--- src/rtl/divider_ctrl_if.sv ---
// Control bundle between the divider sequencer and its datapath/requester.
//
// Handshake: `start` is a request with no ready. The controller samples it
// only while idle (busy=0, done=0) and ignores it in every other cycle; it is
// never queued. `done` is a single-cycle pulse marking the cycle in which the
// datapath results are valid. `busy` is high from LOAD through FINAL. `sign`
// is the datapath remainder sign. It must be a registered datapath output,
// because the controller decodes `add`/`sel` from it in the same cycle.
interface divider_ctrl_if;
  logic       start;
  logic       sign;
  logic       load;
  logic       add;
  logic       shift;
  logic       inbit;
  logic [1:0] sel;
  logic       busy;
  logic       done;

  // Controller side
  modport master (
    input  start, sign,
    output load, add, shift, inbit, sel, busy, done
  );

  // Datapath / requester side
  modport slave (
    output start, sign,
    input  load, add, shift, inbit, sel, busy, done
  );
endinterface

--- src/rtl/divider_ctrl.sv ---
// Sequencer for the 8-by-7 restoring divider datapath. A start request runs
// LOAD, then NITER rounds of SHIFT/SUB/CHK, then FINAL and a one-cycle DONE.
// Outputs are registered. The exceptions are the CHK restore (`add`/`sel`),
// which follows the registered datapath sign, and `inbit`, which is decoded
// from the state and the qbit register.
module divider_ctrl #(
  parameter int NITER = 8
) (
  input  logic           clk,
  input  logic           reset,
  divider_ctrl_if.master bus,
  output logic [2:0]     dbg_state
);

  // One extra count value so the counter can reach NITER without wrapping.
  localparam int CW = $clog2(NITER + 1);
  localparam logic [CW-1:0] LAST = CW'(NITER - 1);

  typedef enum logic [2:0] {
    S_IDLE  = 3'd0,
    S_LOAD  = 3'd1,
    S_SHIFT = 3'd2,
    S_SUB   = 3'd3,
    S_CHK   = 3'd4,
    S_FINAL = 3'd5,
    S_DONE  = 3'd6
  } state_t;

  state_t        state;
  logic [CW-1:0] cnt;
  logic          qbit;
  logic          load_r;
  logic          add_r;
  logic          shift_r;
  logic [1:0]    sel_r;
  logic          busy_r;
  logic          done_r;
  logic          restore;

  // FSM and registered outputs. Each transition also loads the outputs that
  // belong to the state being entered.
  always_ff @(posedge clk) begin
    if (!reset) begin
      state   <= S_IDLE;
      cnt     <= '0;
      qbit    <= 1'b0;
      load_r  <= 1'b0;
      add_r   <= 1'b0;
      shift_r <= 1'b0;
      sel_r   <= 2'b00;
      busy_r  <= 1'b0;
      done_r  <= 1'b0;
    end else begin
      load_r  <= 1'b0;
      add_r   <= 1'b0;
      shift_r <= 1'b0;
      sel_r   <= 2'b00;
      busy_r  <= 1'b0;
      done_r  <= 1'b0;
      case (state)
        S_IDLE: begin
          if (bus.start) begin
            state  <= S_LOAD;
            load_r <= 1'b1;
            busy_r <= 1'b1;
          end
        end
        S_LOAD: begin
          // The first shift sees qbit=0; that bit falls off the quotient top.
          state   <= S_SHIFT;
          cnt     <= '0;
          qbit    <= 1'b0;
          shift_r <= 1'b1;
          busy_r  <= 1'b1;
        end
        S_SHIFT: begin
          state  <= S_SUB;
          add_r  <= 1'b1;
          sel_r  <= 2'b01;
          busy_r <= 1'b1;
        end
        S_SUB: begin
          state  <= S_CHK;
          busy_r <= 1'b1;
        end
        S_CHK: begin
          qbit    <= ~bus.sign;
          cnt     <= cnt + CW'(1);
          shift_r <= 1'b1;
          busy_r  <= 1'b1;
          if (cnt < LAST) begin
            state <= S_SHIFT;
          end else begin
            state <= S_FINAL;
            sel_r <= 2'b11;
          end
        end
        S_FINAL: begin
          state  <= S_DONE;
          done_r <= 1'b1;
        end
        S_DONE: begin
          state <= S_IDLE;
        end
        default: begin
          state <= S_IDLE;
        end
      endcase
    end
  end

  // A negative trial remainder in CHK is restored in the same cycle.
  assign restore = (state == S_CHK) && bus.sign;

  assign bus.load  = load_r;
  assign bus.add   = add_r | restore;
  assign bus.shift = shift_r;
  assign bus.sel   = sel_r | (restore ? 2'b10 : 2'b00);
  assign bus.inbit = ((state == S_SHIFT) || (state == S_FINAL)) && qbit;
  assign bus.busy  = busy_r;
  assign bus.done  = done_r;
  assign dbg_state = state;

endmodule

--- src/flat_wrapper.sv ---
// flat-port wrapper written by rule: the top's interface ports become plain ports
module divider_ctrl_flat 
#(
  parameter int NITER = 8
)
  (clk, reset, dbg_state, bus_start, bus_sign, bus_load, bus_add, bus_shift, bus_inbit, bus_sel, bus_busy, bus_done);
  divider_ctrl_if bus_i ();
  input  logic clk;
  input  logic reset;
  output logic [2:0] dbg_state;
  input wire logic [$bits(bus_i.start)-1:0] bus_start;
  input wire logic [$bits(bus_i.sign)-1:0] bus_sign;
  output wire logic [$bits(bus_i.load)-1:0] bus_load;
  output wire logic [$bits(bus_i.add)-1:0] bus_add;
  output wire logic [$bits(bus_i.shift)-1:0] bus_shift;
  output wire logic [$bits(bus_i.inbit)-1:0] bus_inbit;
  output wire logic [$bits(bus_i.sel)-1:0] bus_sel;
  output wire logic [$bits(bus_i.busy)-1:0] bus_busy;
  output wire logic [$bits(bus_i.done)-1:0] bus_done;
  assign bus_i.start = bus_start;
  assign bus_i.sign = bus_sign;
  assign bus_load = bus_i.load;
  assign bus_add = bus_i.add;
  assign bus_shift = bus_i.shift;
  assign bus_inbit = bus_i.inbit;
  assign bus_sel = bus_i.sel;
  assign bus_busy = bus_i.busy;
  assign bus_done = bus_i.done;
  divider_ctrl #(.NITER(NITER)) u_core (.clk(clk), .reset(reset), .bus(bus_i), .dbg_state(dbg_state));
endmodule
--- config.mk ---
export PLATFORM = sky130hd
export DESIGN_NAME = divider_ctrl_flat
export DESIGN_NICKNAME = d
export VERILOG_FILES = /design/src/rtl/divider_ctrl_if.sv /design/src/rtl/divider_ctrl.sv /design/src/flat_wrapper.sv
export SDC_FILE = /design/constraint.sdc
export NUM_CORES = 1
export LEC_CHECK = 0
export BUFFER_PORTS_ARGS = -buffer_cell sky130_fd_sc_hd__buf_2
export CORE_UTILIZATION = 52
export DETAILED_ROUTE_END_ITERATION = 8
export GPL_TIMING_DRIVEN = 0
export PLACE_DENSITY_LB_ADDON = 0.12
export RECOVER_POWER = 100
export SETUP_SLACK_MARGIN = 0.3
export SYNTH_ARGS = -nofsm -noshare
export SYNTH_HDL_FRONTEND = slang
export SYNTH_SLANG_ARGS = --single-unit
export TNS_END_PERCENT = 1
--- constraint.sdc ---
create_clock -name clk -period 1.3 [get_ports clk]
set_input_delay 0.195 -clock clk [delete_from_list [all_inputs] [get_ports clk]]
set_output_delay 0.195 -clock clk [all_outputs]
set_load 0.005 [all_outputs]
==> results of run 1 <==
-- registers in the layout, indices dropped and copies added, names as in the netlist --
name and flops:
u_core.bus.done 1, u_core.sel_r 2, u_core.bus.shift 1, u_core.add_r 1, u_core.bus.load 1, u_core.cnt 4, u_core.dbg_state 3, u_core.bus.busy 1
u_core.qbit 1
-- kinds of logic after synthesis --
logic type               after synthesis
flip-flops                            15
AO/OA/AOI/OAI                         24
XOR/XNOR                               1
AND/OR/NAND/NOR                       31
adder cells (fa/ha/maj)                1
multiplexers                           1
buffers and inverters                  9
-- worst max path at each step --
| stage | startpoint | cells after the start | slack (ps) | end |
|---|---|---|---|---|
| detailed placement | u_core.dbg_state[0] | 5 | 120 | bus_sel[1] |
| finish | u_core.dbg_state[2] | 4 | -90 | bus_sel[1] |
| global route | u_core.dbg_state[0] | 5 | -150 | bus_sel[1] |
| CTS | u_core.dbg_state[2] | 4 | -90 | bus_sel[1] |
| global placement | u_core.dbg_state[0] | 5 | 140 | bus_add |
| floorplan | u_core.dbg_state[0] | 4 | 260 | u_core.cnt[0] |
-- worst register-to-register path, delay by kind of cell, from the launching register on --
kind	cells	cell delay (ps)
simple gates	1	60
flops	1	330
buf+inv	2	250
compound gates	2	450
-- final cells by class --
cell class,count,area share
buffer,8,0.08362
clock buffer,4,0.02405
inverter,1,0.003436
multi-input combinational,58,0.4593
sequential,15,0.2864
tap,15,0.01718
timing repair buffer,22,0.1260
-- per-layer routing --
metal	GRT usage	share of wire	up-vias
met1	0.3042	0.43	333
met5	0	0	-
li1	-	-	341
met2	0.4648	0.52	22
met4	0.07258	0.012	0
met3	0.04891	0.045	4
-- power groups by stage --
stage / clock network [mW] / logic, mW / registers [mW]
after CTS: 0.280 / 0.226 / 0.491
after detailed placement: 0 / 0.186 / 0.501
final: 0.265 / 0.237 / 0.492
after global placement: 0 / 0.183 / 0.501
after global routing: 0.295 / 0.256 / 0.496
after floorplan: 0 / 0.137 / 0.502
-- timing repair --
| item | in CTS | in global routing |
|---|---|---|
| gates cloned | 0 | 0 |
| buffers inserted | 8 | 0 |
| gates resized for setup | 20 | 4 |
| endpoints found under the setup margin | 18 | 20 |
| hold buffers | 0 | 0 |
| endpoints found under the hold margin | 0 | 0 |
| pin swaps | 16 | 7 |
-- placed cells by master, fill, tap and decap left out, types with 2 or more instances in the layout --
cell type  instances
buf_2             12
dfxtp_1            9
buf_4              8
buf_6              5
nand2_1            5
nor2_1             5
nor2b_1            4
o21ai_1            4
dfxtp_2            4
buf_8              3
a21oi_1            3
nor3b_2            3
clkbuf_4           3
clkbuf_1           3
a31o_1             2
o211ai_1           2
nand2_2            2
nand2b_4           2
a31oi_1            2
and3_1             2
nor3b_1            2
a221oi_2           2
dfxtp_4            2
-- per-stage QoR --
| stage | cells | cell area (µm²) | TNS (ps) | hold WS [ps] | power [mW] |
|---|---|---|---|---|---|
| finish | 123 | 1092 | -221.7 | 199.5 | 0.9937 |
| global route | 123 | 1092 | -426.8 | 200.9 | 1.047 |
| CTS | 123 | 1074 | -243.8 | 191.7 | 0.9973 |
| detailed placement | 111 | 917.1 | 0 | 494.4 | 0.6876 |
| global placement | 111 | 917.1 | 0 | 481.0 | 0.6841 |
| floorplan | 82 | 828.3 | 0 | 324.7 | 0.6389 |
==> flow_summary.ini, run 1 <==
[place]
port_buffers = 14
hpwl_um = 1096
post-place-ws_ps = 120.0
gp_congestion = 0.7582

[pwr]
power_density_nw_per_um2 = 909.7
switchingPower_mw = 0.2753
switching_share = 0.2771
comb_power_share = 0.238
vdd_drop_max_mv = 0.4927
pwr-share-clk = 0.267
seqPwrFrac = 0.495
p_leak_nw = 0.4448
power.internal_mw = 0.7183

[drt]
drt-initial-drc-count = 23
postRouteAntennaNets = 0
via_per_inst = 5.691
wl_um = 1875
drt-wirelength-per-cell_um = 15.24
vias = 700
dr.pass1.iters = 4
drc = 0

[synth]
synth-compound-area-share = 0.2094
synth_area_leaders = dfxtp_1 38%, buf_6 5.7%, nor3b_2 4.7%, nor2b_1 3.9%, a21oi_1 3.1%
synth.distinct_cells = 32
synth_fp_nets = 87
synth_mux_area_frac = 0.01260
postSynthCellCount = 82
synth_top_family_by_area = simple AND/OR/NAND/NOR gates
yosysSeqAreaShare = 0.3780
ys_ff_latch = 15
async_flop_share = 0
synthAdderAreaFrac = 0.01575
syn_area_um2 = 794.5
synth_edf_count = 0
synth_commonest_cells = 15 x dfxtp_1, 6 x nand2_1, 5 x a21oi_1, 5 x nor2_1, 5 x nor2b_1
yosysWarnings = 0
synth_area_per_cell_um2 = 9.689
yosys.area_share.xor_xnor = 0.01102
synth.most_common_cell = dfxtp_1
yosys.area_share.simple = 0.2803
synth_top_area_cell = dfxtp_1
yosysTopAreaCellShare = 0.3780
ys.flop_type = dfxtp_1

[floorplan]
num_rows = 13
dieArea_um2 = 1688
die_x_um = 41.09
ios = 15
core-area_um2 = 1366
initial_utilization = 0.5815
die_h_um = 41.09

[sta]
setup_viol = 3
clock_skew_ps = 4.812
worst_slew_pin_slew_ps = 345.2
timing.slew.headroom = 0.7695
fin_ws_ps = -88.65
slew_viol_final = 0
fmax_mhz = 720.1
period_needed_ps = 1389
hold_viol = 0
rsz0062_at_grt = true
period_share = 1.068

[worst_setup_path]
path_cells = buf_6, buf_8, a31o_1, buf_2
endpoint_kind = primary output
reg2reg_depth = 5
crit_required_ps = 1110
worst_ep_arrival_time_ps = 1190
critPathSlowestCell = dfxtp_2
cp_num_buf_inv = 3
r2r-start = u_core.dbg_state[0]
cp_top_family = buffers and inverters
reg2reg_slack_ps = 110
setup.worst_path.start_class = flop
crit_type = reg2out
r2r_end = u_core.qbit
crit_fanout = 5
critical_path.max_stage_delay_ps = 340

[cts]
clk_latency_ps = 280
cts_buffer_depth = 2
cts.sinks = 15
cts_root_buf = clkbuf_4
cts_made_buffers = 3
ctsHtreeMaxLevel = 1
cts_tree = yes
clkTransAtPathRegs_ps = 90

[finish]
diodes = 0
fin_util = 0.7995
fin_nets = 114
n_fill_cell = 83
multi_input_area_um2 = 501.7
drive_above_1_share = 0.5278
regArea_um2 = 312.8
syn_to_final_growth_pct = 37.48

[grt]
grt_max_degree = 11
grt_pass1_wl_um = 2794
gr-total-overflow = 0
grt_pass1_vias = 622
antenna_found_initial = 0
grt_use_total = 0.2575

[run_status]
violations = negative setup slack
outcome = finished, violations left

[flow_run]
drv_cap = 0

[min_path]
hp-start = bus_start
worst_hold_path.num_cells = 2
hold_class = in2reg
min_to = u_core.bus.load
Note: power is estimated with default switching activity, not from simulation.
==> run 2: changes to the inputs <==
Settings changed: CELL_PAD_IN_SITES_DETAIL_PLACEMENT from default to 1, CELL_PAD_IN_SITES_GLOBAL_PLACEMENT from default to 1, CORE_UTILIZATION 52 to 40.
==> flow_summary.ini, run 2 (same netlist as run 1, synthesis figures left out) <==
[run_status]
outcome = finished, violations left
violations = negative setup slack

[finish]
layout_common_cells = 14 x buf_2, 10 x dfxtp_1, 7 x buf_4
syn_to_final_growth_pct = 47.87
diodes = 0
n_fill_cell = 202
fin_nets = 116
top_register = u_core.cnt
layout_commonest_cell = buf_2
drive_above_1_share = 0.6091
stdcell_area_um2 = 1175
largest_reg_flops = 4
fin_util = 0.6521

[drt]
vias = 727
drt-met1-wl_um = 994
wl_um = 2242
drt-wirelength-per-cell_um = 16.61
via_per_inst = 5.385
postRouteAntennaNets = 0
drt-initial-drc-count = 6
dr.pass1.iters = 4
top_layer = met4
wl_met3_um = 80
dr_wl_met2_um = 1140
drc = 0

[cts]
cts_made_buffers = 3
clk_latency_ps = 290
cts_tree = yes
ctsHtreeMaxLevel = 1
cts.sinks = 15
cts_root_buf = clkbuf_4
clkTransAtPathRegs_ps = 90
cts_buffer_depth = 2
postCtsHoldBufs = 0

[place]
port_buffers = 14
post-place-ws_ps = 119.6
dpl-instance-area_um2 = 929.6
gp_congestion = 0.7221
hpwl_um = 1310

[grt]
grt_max_degree = 11
grt_pass1_vias = 710
antenna_found_initial = 0
grt_use_total = 0.2422
grt_pass1_wl_um = 3560
gr-total-overflow = 0

[worst_setup_path]
crit_required_ps = 1110
r2r-start = u_core.dbg_state[2]
path_cells = buf_8, nor2_8, a31o_1, buf_2
reg2reg_depth = 6
cp_top_family = flip-flops
critPathSlowestCell = dfxtp_4
endpoint_kind = primary output
crit_fanout = 10
critical_path.max_stage_delay_ps = 410
setup.worst_path.start_class = flop
r2r_end = u_core.qbit
cp_num_buf_inv = 2
reg2reg_slack_ps = 80
crit_type = reg2out
worst_ep_arrival_time_ps = 1230

[pwr]
seqPwrFrac = 0.474
power.internal_mw = 0.7316
power_density_nw_per_um2 = 888.1
switchingPower_mw = 0.3119
switching_share = 0.2989
vdd_drop_max_mv = 0.5173
pwr-share-clk = 0.267
p_leak_nw = 0.4760
comb_power_share = 0.259

[sta]
period_share = 1.092
timing.hold.ws_ps = 191.0
hold_viol = 0
clock_skew_ps = 0.9867
fmax_mhz = 704.2
worst_slew_pin_slew_ps = 308.7
setup_viol = 3
fin_ws_ps = -120.0
rsz0062_at_grt = true
slew_viol_final = 0
timing.slew.headroom = 0.7939
period_needed_ps = 1420

[floorplan]
dieArea_um2 = 2168
initial_utilization = 0.4410
ios = 15
num_rows = 15
die_h_um = 46.57
die_x_um = 46.57
core-area_um2 = 1802

[min_path]
hp-start = reset
worst_hold_path.num_cells = 3
hold_class = in2reg
min_to = u_core.dbg_state[0]

[flow_run]
drv_cap = 0
run 2: area by class of cell:
type                       count  area [µm²]  share of cell area
buffer                         8       91.34             0.07774
clock buffer                   3       22.52             0.01917
clock inverter                 1       5.005            0.004260
inverter                       1       6.256            0.005325
multi-input combinational     58       533.0              0.4537
sequential                    15       311.5              0.2652
tap                           25       31.28             0.02662
timing repair buffer          24       173.9              0.1480
run 2: worst max path at each step:
stage               cells after the start  slack [ps]       endpoint                 from
global route                            5        -190      bus_inbit  u_core.dbg_state[2]
detailed placement                      5         120     bus_sel[1]  u_core.dbg_state[0]
finish                                  4        -120     bus_sel[1]  u_core.dbg_state[1]
floorplan                               4         260  u_core.cnt[0]  u_core.dbg_state[0]
CTS                                     4        -110     bus_sel[1]  u_core.dbg_state[2]
global placement                        5         130     bus_sel[1]  u_core.dbg_state[0]
run 2: repair_timing:
action                                 4_1_cts  5_1_grt
resized for setup                           25       12
endpoints found under the hold margin        0        0
pin swaps                                   14       14
buffers inserted                             8        2
setup endpoints to repair                   18       20
run 2: worst min-delay path: cells and delay by family:
kind	cells	cell delay, ps
simple gates	1	90
buf+inv	1	130
compound gates	1	30
run 2: layer usage:
metal | global-route usage | up-vias
li1 | - | 349
met1 | 0.3144 | 356
met2 | 0.4000 | 18
met3 | 0.04706 | 4
met4 | 0.07059 | 0
met5 | 0 | -
run 2: stage by stage:
stage,cells,power [mW],setup TNS [ps]
finish,135,1.043,-331.5
global route,135,1.097,-515.7
CTS,133,1.015,-308.0
detailed placement,121,0.6913,0
global placement,121,0.6878,0
floorplan,82,0.6389,0
run 2: power by group through the flow:
stage | clock network (mW) | registers [mW] | logic [mW]
6_report | 0.278 | 0.495 | 0.270
5_1_grt | 0.308 | 0.497 | 0.292
4_1_cts | 0.280 | 0.492 | 0.243
3_5_place_dp | 0 | 0.502 | 0.189
3_3_place_gp | 0 | 0.500 | 0.187
2_1_floorplan | 0 | 0.502 | 0.137
